===== src/rtl/tl_pkg.sv =====
// Shared TileLink-UL definitions: A/D channel opcodes, the initiator FSM state
// encoding, and small opcode helpers used by the initiator.
package tl_pkg;

    localparam logic [2:0] TL_A_PUTFULL    = 3'd0;
    localparam logic [2:0] TL_A_PUTPARTIAL = 3'd1;
    localparam logic [2:0] TL_A_GET        = 3'd4;

    localparam logic [2:0] TL_D_ACK        = 3'd0;
    localparam logic [2:0] TL_D_ACKDATA    = 3'd1;

    typedef enum logic [1:0] {
        IDLE,
        A_SEND,
        D_WAIT,
        RSP
    } tl_mst_state_e;

    // A-channel opcode for a request; a write with every byte enabled is a full put.
    function automatic logic [2:0] tl_a_opcode(input logic we, input logic full_mask);
        logic [2:0] op;
        if (!we) begin
            op = TL_A_GET;
        end else if (full_mask) begin
            op = TL_A_PUTFULL;
        end else begin
            op = TL_A_PUTPARTIAL;
        end
        return op;
    endfunction

    function automatic logic [2:0] tl_d_expected(input logic [2:0] a_op);
        return (a_op == TL_A_GET) ? TL_D_ACKDATA : TL_D_ACK;
    endfunction

endpackage


===== src/rtl/tl_ul_master.sv =====
// TileLink-UL initiator: turns a single-beat request/response port into one
// outstanding A-channel message and returns the matching D-channel reply.
module tl_ul_master
    import tl_pkg::*;
#(
    parameter int ADDR_W  = 32,
    parameter int DATA_W  = 64,
    parameter int SRC_W   = 4,
    parameter int TIMEOUT = 255
) (
    input  logic                clk,
    input  logic                rst,

    input  logic                req_valid,
    output logic                req_ready,
    input  logic                req_we,
    input  logic [ADDR_W-1:0]   req_addr,
    input  logic [DATA_W-1:0]   req_wdata,
    input  logic [DATA_W/8-1:0] req_mask,

    output logic                rsp_valid,
    input  logic                rsp_ready,
    output logic [DATA_W-1:0]   rsp_rdata,
    output logic                rsp_err,

    output logic                a_valid,
    input  logic                a_ready,
    output logic [2:0]          a_opcode,
    output logic [2:0]          a_size,
    output logic [SRC_W-1:0]    a_source,
    output logic [ADDR_W-1:0]   a_address,
    output logic [DATA_W/8-1:0] a_mask,
    output logic [DATA_W-1:0]   a_data,

    input  logic                d_valid,
    output logic                d_ready,
    input  logic [2:0]          d_opcode,
    input  logic [SRC_W-1:0]    d_source,
    input  logic                d_denied,
    input  logic                d_corrupt,
    input  logic [DATA_W-1:0]   d_data
);

    localparam int               MASK_W   = DATA_W / 8;
    localparam int               TMR_W    = (TIMEOUT > 1) ? $clog2(TIMEOUT) : 1;
    localparam logic [2:0]       BEAT_SZ  = 3'($clog2(MASK_W));
    localparam logic [TMR_W-1:0] TMR_LAST = TMR_W'(TIMEOUT - 1);
    localparam bit               TMO_EN   = (TIMEOUT != 0);

    tl_mst_state_e    state, state_n;
    logic [SRC_W-1:0] tag;
    logic [TMR_W-1:0] timer;

    logic req_fire;
    logic a_fire;
    logic d_match;
    logic tmo_hit;
    logic d_err;

    // a_source still holds the tag of the outstanding message, so it doubles
    // as the reference for filtering stale replies.
    assign d_match = (state == D_WAIT) && d_valid && (d_source == a_source);
    assign tmo_hit = TMO_EN && (state == D_WAIT) && (timer == TMR_LAST);
    assign d_err   = d_denied | d_corrupt | (d_opcode != tl_d_expected(a_opcode));

    always_comb begin
        state_n   = state;
        a_valid   = 1'b0;
        d_ready   = 1'b1;
        rsp_valid = 1'b0;
        req_fire  = 1'b0;
        a_fire    = 1'b0;
        unique case (state)
            IDLE: begin
                req_fire = req_valid && req_ready;
                if (req_fire) begin
                    state_n = A_SEND;
                end
            end
            A_SEND: begin
                a_valid = 1'b1;
                d_ready = 1'b0;
                a_fire  = a_ready;
                if (a_fire) begin
                    state_n = D_WAIT;
                end
            end
            D_WAIT: begin
                if (d_match || tmo_hit) begin
                    state_n = RSP;
                end
            end
            RSP: begin
                rsp_valid = 1'b1;
                if (rsp_ready) begin
                    state_n = IDLE;
                end
            end
            default: state_n = IDLE;
        endcase
    end

    // req_ready is registered so it stays low while rst is held and rises on
    // the first edge after release.
    always_ff @(posedge clk or posedge rst) begin
        if (rst) begin
            state     <= IDLE;
            req_ready <= 1'b0;
        end else begin
            state     <= state_n;
            req_ready <= (state_n == IDLE);
        end
    end

    always_ff @(posedge clk or posedge rst) begin
        if (rst) begin
            tag       <= '0;
            timer     <= '0;
            a_opcode  <= '0;
            a_size    <= '0;
            a_source  <= '0;
            a_address <= '0;
            a_mask    <= '0;
            a_data    <= '0;
            rsp_rdata <= '0;
            rsp_err   <= 1'b0;
        end else begin
            if (req_fire) begin
                a_opcode  <= tl_a_opcode(req_we, &req_mask);
                a_size    <= BEAT_SZ;
                a_source  <= tag;
                a_address <= req_addr;
                a_mask    <= req_we ? req_mask : {MASK_W{1'b1}};
                a_data    <= req_we ? req_wdata : '0;
            end
            if (a_fire) begin
                tag   <= tag + SRC_W'(1);
                timer <= '0;
            end
            if (state == D_WAIT) begin
                timer <= timer + TMR_W'(1);
            end
            // A matching beat takes priority over a timeout in the same cycle.
            if (d_match) begin
                rsp_err   <= d_err;
                rsp_rdata <= (!d_err && d_opcode == TL_D_ACKDATA) ? d_data : '0;
            end else if (tmo_hit) begin
                rsp_err   <= 1'b1;
                rsp_rdata <= '0;
            end
        end
    end

endmodule


===== config.mk =====
export PLATFORM = sky130hd
export DESIGN_NAME = tl_ul_master
export DESIGN_NICKNAME = d
export VERILOG_FILES = /design/src/rtl/tl_pkg.sv /design/src/rtl/tl_ul_master.sv
export SDC_FILE = /design/constraint.sdc
export NUM_CORES = 1
export LEC_CHECK = 0
export ABC_AREA = 0
export BUFFER_PORTS_ARGS = -buffer_cell sky130_fd_sc_hd__buf_2
export CAP_MARGIN = 20
export CORE_ASPECT_RATIO = 0.8
export CORE_UTILIZATION = 23
export CTS_CLUSTER_DIAMETER = 50
export DETAILED_ROUTE_END_ITERATION = 12
export GPL_ROUTABILITY_DRIVEN = 0
export PLACE_DENSITY = 0.57
export SYNTH_ARGS = -nofsm -noshare
export SYNTH_HDL_FRONTEND = slang
export SYNTH_SLANG_ARGS = --single-unit

===== constraint.sdc =====
create_clock -name clk -period 12.5 [get_ports clk]
set_clock_uncertainty 0.2 [all_clocks]
set_input_delay 1.875 -clock clk [delete_from_list [all_inputs] [get_ports clk]]
set_output_delay 1.875 -clock clk [all_outputs]
set_load 0.02 [all_outputs]

==> impl_metrics.toml, run 1 <==
[outcome]
status = "finished, final reports clean"

[detailed_routing]
avgViaCountPerCell = 4.087
first_pass_iters = 4
routedWlPerCell_um = 14.09
ant_nets = 0
wl_met1_mm = 9.492
wl_met2_mm = 10.35
routed-wl-met3_mm = 2.318
drt-initial-drc-count = 380
routed_wl_mm = 22.41
via_count = 6503
top_layer = "met5"
drc_errors = 0

[synthesis]
synth-compound-area-share_pct = 5.772
synth_cells = 767
synth.avg_cell_area_um2 = 10.54
netlist_area_um2 = 8085
post_synth_xor_area_fraction_pct = 0.7583
synth_adder_area_share_pct = 0.4643
yosysUniqueCellTypes = 36
ys_warn_count = 0
synthMuxAreaShare_pct = 13.31
synth_top_family_by_area = "simple AND/OR/NAND/NOR gates"
async_flop_share_pct = 100.0
ys_seq_area_share_pct = 59.11
synthSimpleGateAreaFrac_pct = 16.11
synth-edff-count = 0
ys_ff_latch = 191
yosys_most_used_dff = "dfrtp_1"

[global_routing]
grt_max_degree = 123
antenna_found_initial = 4
grt_pass1_vias = 6462
grt_use_total_pct = 12.60
overflow = 0
grt_pass1_wl_mm = 34.74

[floorplanning]
start_util_pct = 23.33
coreArea_um2 = 34650
die_h_um = 169.7
fp.dieW_um = 211.6
ios = 367
die-area_um2 = 35910
rows = 61

[place]
port_buffers = 364
place_inst = 1558
place_area_um2 = 10230
hpwl_mm = 15.95

[clock_network]
cts_tree = "yes"
cts.repair.resized = 0
insertion_delay_ps = 440
numCtsBuffers = 17
post-cts-setup-buffer-count = 0
root_buffer = "clkbuf_16"
clockBufferDepth = 2
cts.sinks = 191
cts.clk_slew.worst_paths_ps = 70
ctsHtreeMaxLevel = 4
cts_hold_buf = 0

[sta]
hold_violations = 0
whs_ps = 273.4
setup_violations = 0
slew_headroom_pct = 37.80
tightest_slew_ps = 933.1
maxSlewViolCount = 0
post-route-min-period_ps = 4005
max_freq_mhz = 249.7
post-route-period-util_pct = 32.04
rsz0062_at_grt = "false"
timing.setup.tns_ps = 0

[cells_and_area]
layout_common_cells = "buf_2 (364), nand2_1 (275), dfrtp_1 (191), o21ai_0 (80), mux2i_1 (67)"
final_common_cell = "buf_2"
finalNetCount = 1292
stdcell_area_um2 = 10800
fillCellCount = 3636
drive_gt1_share_pct = 39.27
area_delta_synth_final_pct = 33.53
layoutNonFillerInstCount = 1591

[setup_path]
critPathKind = "in -> reg"
reg2regPathDepth = 5
path_cells = "buf_2 -> nand3_4 -> buf_4 -> buf_4 -> mux2_2"
ff2ff_setup_slack_ps = 9390
max_stage_delay_ps = 690
crit_required_ps = 12620
cp_common_cell = "buf_4"
start_kind = "primary input"
cp_slowest_cell = "buf_4"
cp.buffers_inverters = 3
endpoint_kind = "flop"
path_max_fanout = 89
critical_path_depth = 5
cp_top_family = "buffers and inverters"
arrival_ps = 4130

[power_and_ir_drop]
p_per_area_nw_per_um2 = 244.7
ir_worst_vdd_mv = 0.1237
p_leak_nw = 5.877

[hold_path]
holdPathStages = 2
hp-class = "reg -> reg"

[job]
max-cap-violations = 0
cells in the mapped netlist, types with 4 or more instances:
library cell | instances | area share [%]
buf_4 | 4 | 0.37
mux2_2 | 33 | 4.6
buf_6 | 14 | 1.9
o21ai_0 | 80 | 5.0
clkbuf_1 | 16 | 0.74
nand3_1 | 6 | 0.37
nand4_1 | 9 | 0.70
buf_2 | 19 | 1.2
inv_1 | 4 | 0.19
nor2b_1 | 9 | 0.70
dfrtp_1 | 191 | 59
mux2i_1 | 67 | 8.3
xnor2_1 | 4 | 0.43
nand2_1 | 275 | 13
power breakdown:
group / total [mW] / leakage [nW] / switching, mW / internal, mW
clock: 0.535 / 0.279 / 0.247 / 0.288
sequential: 1.06 / 2.37 / 0.165 / 0.899
combinational: 1.04 / 3.23 / 0.665 / 0.377
path summary, 6_finish.rpt:
path / startpoint / endpoint
max reg2reg: state[1]$_DFF_PP0_ / a_address[6]$_DFFE_PP0P_
min reg2reg: a_data[29]$_DFFE_PP0P_ / a_data[29]$_DFFE_PP0P_
max in group asynchronous: rst / a_address[12]$_DFFE_PP0P_
min: a_data[29]$_DFFE_PP0P_ / a_data[29]$_DFFE_PP0P_
max: req_valid / a_address[6]$_DFFE_PP0P_
min in group asynchronous: rst / rsp_rdata[39]$_DFFE_PP0P_
cell families after synthesis:
logic type      count (synthesis)
flops                         191
compound gates                 90
xor+xnor                        7
other cells                     1
mux                           103
simple gates                  315
buf+inv                        57
fa+ha+maj                       3
routing by layer:
metal	vias up	GRT usage [%]
met5	-	0
met4	6	3.277
met3	20	6.643
met2	246	20.48
met1	3037	14.43
li1	3194	-
flip-flops by register name (all words and copies together) (netlist names):
name       cells
a_opcode       2
rsp_rdata     64
req_ready      1
tag            4
timer          8
a_address     32
a_mask         8
rsp_err        1
a_source       4
state          2
a_size         1
a_data        64
layout make-up:
cell class	count	area (um2)	area share, %
Multi-Input combinational cell	520	2959	27.41
Clock inverter	11	107.6	0.9966
Inverter	4	22.52	0.2086
Antenna cell	1	2.502	0.02318
Tap cell	472	590.6	5.470
Sequential cell	191	4780	44.27
Timing Repair Buffer	371	1874	17.36
Clock buffer	21	460.4	4.265
worst reg2reg max path: cells and delay by family, from the launching register on:
kind / cells / cell delay [ps]
buffers and inverters: 2 / 1400
DFF: 1 / 480
and+or+nand+nor: 2 / 480
muxes: 1 / 430
per-stage QoR:
step	power [mW]	setup WS (ps)	utilization, %
floorplan	1.728	5226	-
global placement	2.114	8079	29.51
detailed placement	2.137	8043	29.51
CTS	2.688	8550	31.15
global route	2.834	8324	31.15
finish	2.642	8495	31.16
Note: power is estimated with default switching activity, not from simulation.
==> run 2: changes to the inputs <==
ABC_AREA = 1   (was 0)
clock period = 3.8 ns   (was 12.5 ns; I/O delays follow)
==> impl_metrics.toml, run 2 <==
[outcome]
status = "finished, final reports clean"

[floorplanning]
coreArea_um2 = 33710
die_h_um = 167.8
die-area_um2 = 35110
fp.dieW_um = 209.3
ios = 367
start_util_pct = 23.45
rows = 60

[cells_and_area]
layout_common_cells = "buf_2 (364), nand2_1 (269), dfrtp_1 (191), a22o_1 (64), nand3_2 (52)"
final_common_cell = "buf_2"
stdcell_area_um2 = 10580
finalNetCount = 1278
top_regs = "a_data x64, rsp_rdata x64, a_address x32"
area_delta_synth_final_pct = 33.88
drive_gt1_share_pct = 42.84

[sta]
hold_violations = 0
tightest_slew_ps = 794.5
max_freq_mhz = 459.9
post-route-min-period_ps = 2174
setup_violations = 0
timing.final.ws_setup_ps = 1626
timing.setup.tns_ps = 0
maxSlewViolCount = 0
post-route-period-util_pct = 57.22
slew_headroom_pct = 47.04
rsz0062_at_grt = "false"

[detailed_routing]
routed_wl_mm = 23.00
drc_errors = 0
ant_nets = 0
via_count = 6451
first_pass_iters = 4
avgViaCountPerCell = 4.192
drt-initial-drc-count = 300
routedWlPerCell_um = 14.94

[synthesis]
synth_cells = 742
synth_top_area_share_pct = 60.47
netlist_area_um2 = 7904
async_flop_share_pct = 100.0
synth_common_cells = "nand2_1 (269), dfrtp_1 (191), a22o_1 (64), nand3_2 (52), inv_1 (23)"
ys_seq_area_share_pct = 60.47
synth-edff-count = 0
synthTopCellsByArea = "dfrtp_1 (60%), nand2_1 (13%), a22o_1 (7.1%)"
synth.avg_cell_area_um2 = 10.65
ys_warn_count = 0
synth_top_area_cell = "dfrtp_1"
yosys_most_used_dff = "dfrtp_1"
yosysUniqueCellTypes = 33
ys_ff_latch = 191
synth.most_common_cell = "nand2_1"

[setup_path]
critPathKind = "reg -> reg"
path_max_fanout = 48
arrival_ps = 2310
endpoint_kind = "flop"
crit_required_ps = 3930
start_kind = "flop"

[clock_network]
root_buffer = "clkbuf_16"
numCtsBuffers = 17
cts.clk_slew.worst_paths_ps = 80
ctsHtreeMaxLevel = 4
cts_hold_buf = 0
insertion_delay_ps = 450
cts.repair.resized = 0
cts_tree = "yes"
clockBufferDepth = 2
post-cts-setup-buffer-count = 0
cts.sinks = 191

[global_routing]
overflow = 0
grt_max_degree = 130
antenna_found_initial = 1
grt_use_total_pct = 13.37
grt_pass1_vias = 6488
grt_pass1_wl_mm = 36.13

[power_and_ir_drop]
ir_worst_vdd_mv = 0.3386
p_leak_nw = 5.902
p_per_area_nw_per_um2 = 664.3

[hold_path]
hp-class = "in -> reg"

[job]
max-cap-violations = 0

[place]
dp_slack_ps = 1352
place_area_um2 = 9996
port_buffers = 364
hpwl_mm = 16.15
[run 2: cell count changes after synthesis, moves of 6 or more]
cell,delta
nor2b_1,-9
a22o_1,+64
mux2i_1,-65
nand3_2,+50
o21ai_0,-66
inv_1,+19
mux2_2,-33
nand3_1,+14
nor2_1,+19
nand2_1,-6
buf_2,-10
clkbuf_1,-8
buf_12,+6
[run 2: final timing paths]
check	depth (start not counted)	start	end	slack (ps)
worst max-delay path	5	state[0]$_DFF_PP0_	a_size[0]$_DFFE_PP0P_	1630
worst min-delay path	3	req_addr[23]	a_address[23]$_DFFE_PP0P_	110
worst max register to register	5	state[0]$_DFF_PP0_	a_size[0]$_DFFE_PP0P_	1630
worst min register to register	2	rsp_rdata[24]$_DFFE_PP0P_	rsp_rdata[24]$_DFFE_PP0P_	270
max in group asynchronous	3	rst	rsp_err$_DFFE_PP0P_	2640
min in group asynchronous	3	rst	rsp_rdata[54]$_DFFE_PP0P_	140
[run 2: report_power, final]
part | total (mW) | internal, mW | switching [mW]
Clock | 1.80 | 0.894 | 0.902
Combinational | 2.34 | 0.826 | 1.51
Sequential | 2.90 | 2.57 | 0.329
[run 2: through the flow]
step / std cells / total power, mW / util (%) / hold WS [ps]
floorplan: 743 / 4.407 / - / 242.0
finish: 1539 / 7.029 / 31.39 / 109.2
global placement: 1506 / 5.281 / 29.65 / 249.0
detailed placement: 1506 / 5.312 / 29.65 / 254.0
CTS: 1538 / 7.163 / 31.38 / 76.46
global route: 1538 / 7.502 / 31.38 / 85.04
[run 2: cell type report]
| cell class | instances | area (um2) |
|---|---|---|
| Timing Repair Buffer | 374 | 1934 |
| Tap cell | 434 | 543.0 |
| Antenna cell | 1 | 2.502 |
| Clock buffer | 18 | 439.2 |
| Inverter | 30 | 118.9 |
| Multi-Input combinational cell | 477 | 2620 |
| Fill cell | 3575 | 23130 |
| Clock inverter | 14 | 143.9 |
| Sequential cell | 191 | 4780 |
[run 2: cell families after synthesis]
family / after synthesis / share of synthesized area (%)
xor gates and xnor gates: 4 / 0.4433
adders and majority gates: 3 / 0.4750
buffers and inverters: 75 / 6.491
and+or+nand+nor: 378 / 23.19
DFF: 191 / 60.47
AOI/OAI and AO/OA: 88 / 8.628
muxes: 2 / 0.2533
other: 1 / 0.04745
[run 2: worst max-delay path, stage by stage, from the launching register on]
cell and delay [ps]:
dfrtp_1 410, inv_2 80, nand4_4 130, buf_4 430
inv_2 430, or2_1 330
[run 2: routing by layer]
layer  GRT usage [%]  vias up  routed length, um
li1                -     3126                  -
met1           16.73     3037              10050
met2           21.38      274              10620
met3           5.372       14               2069
met4           3.453        0                253
met5               0        -                  0
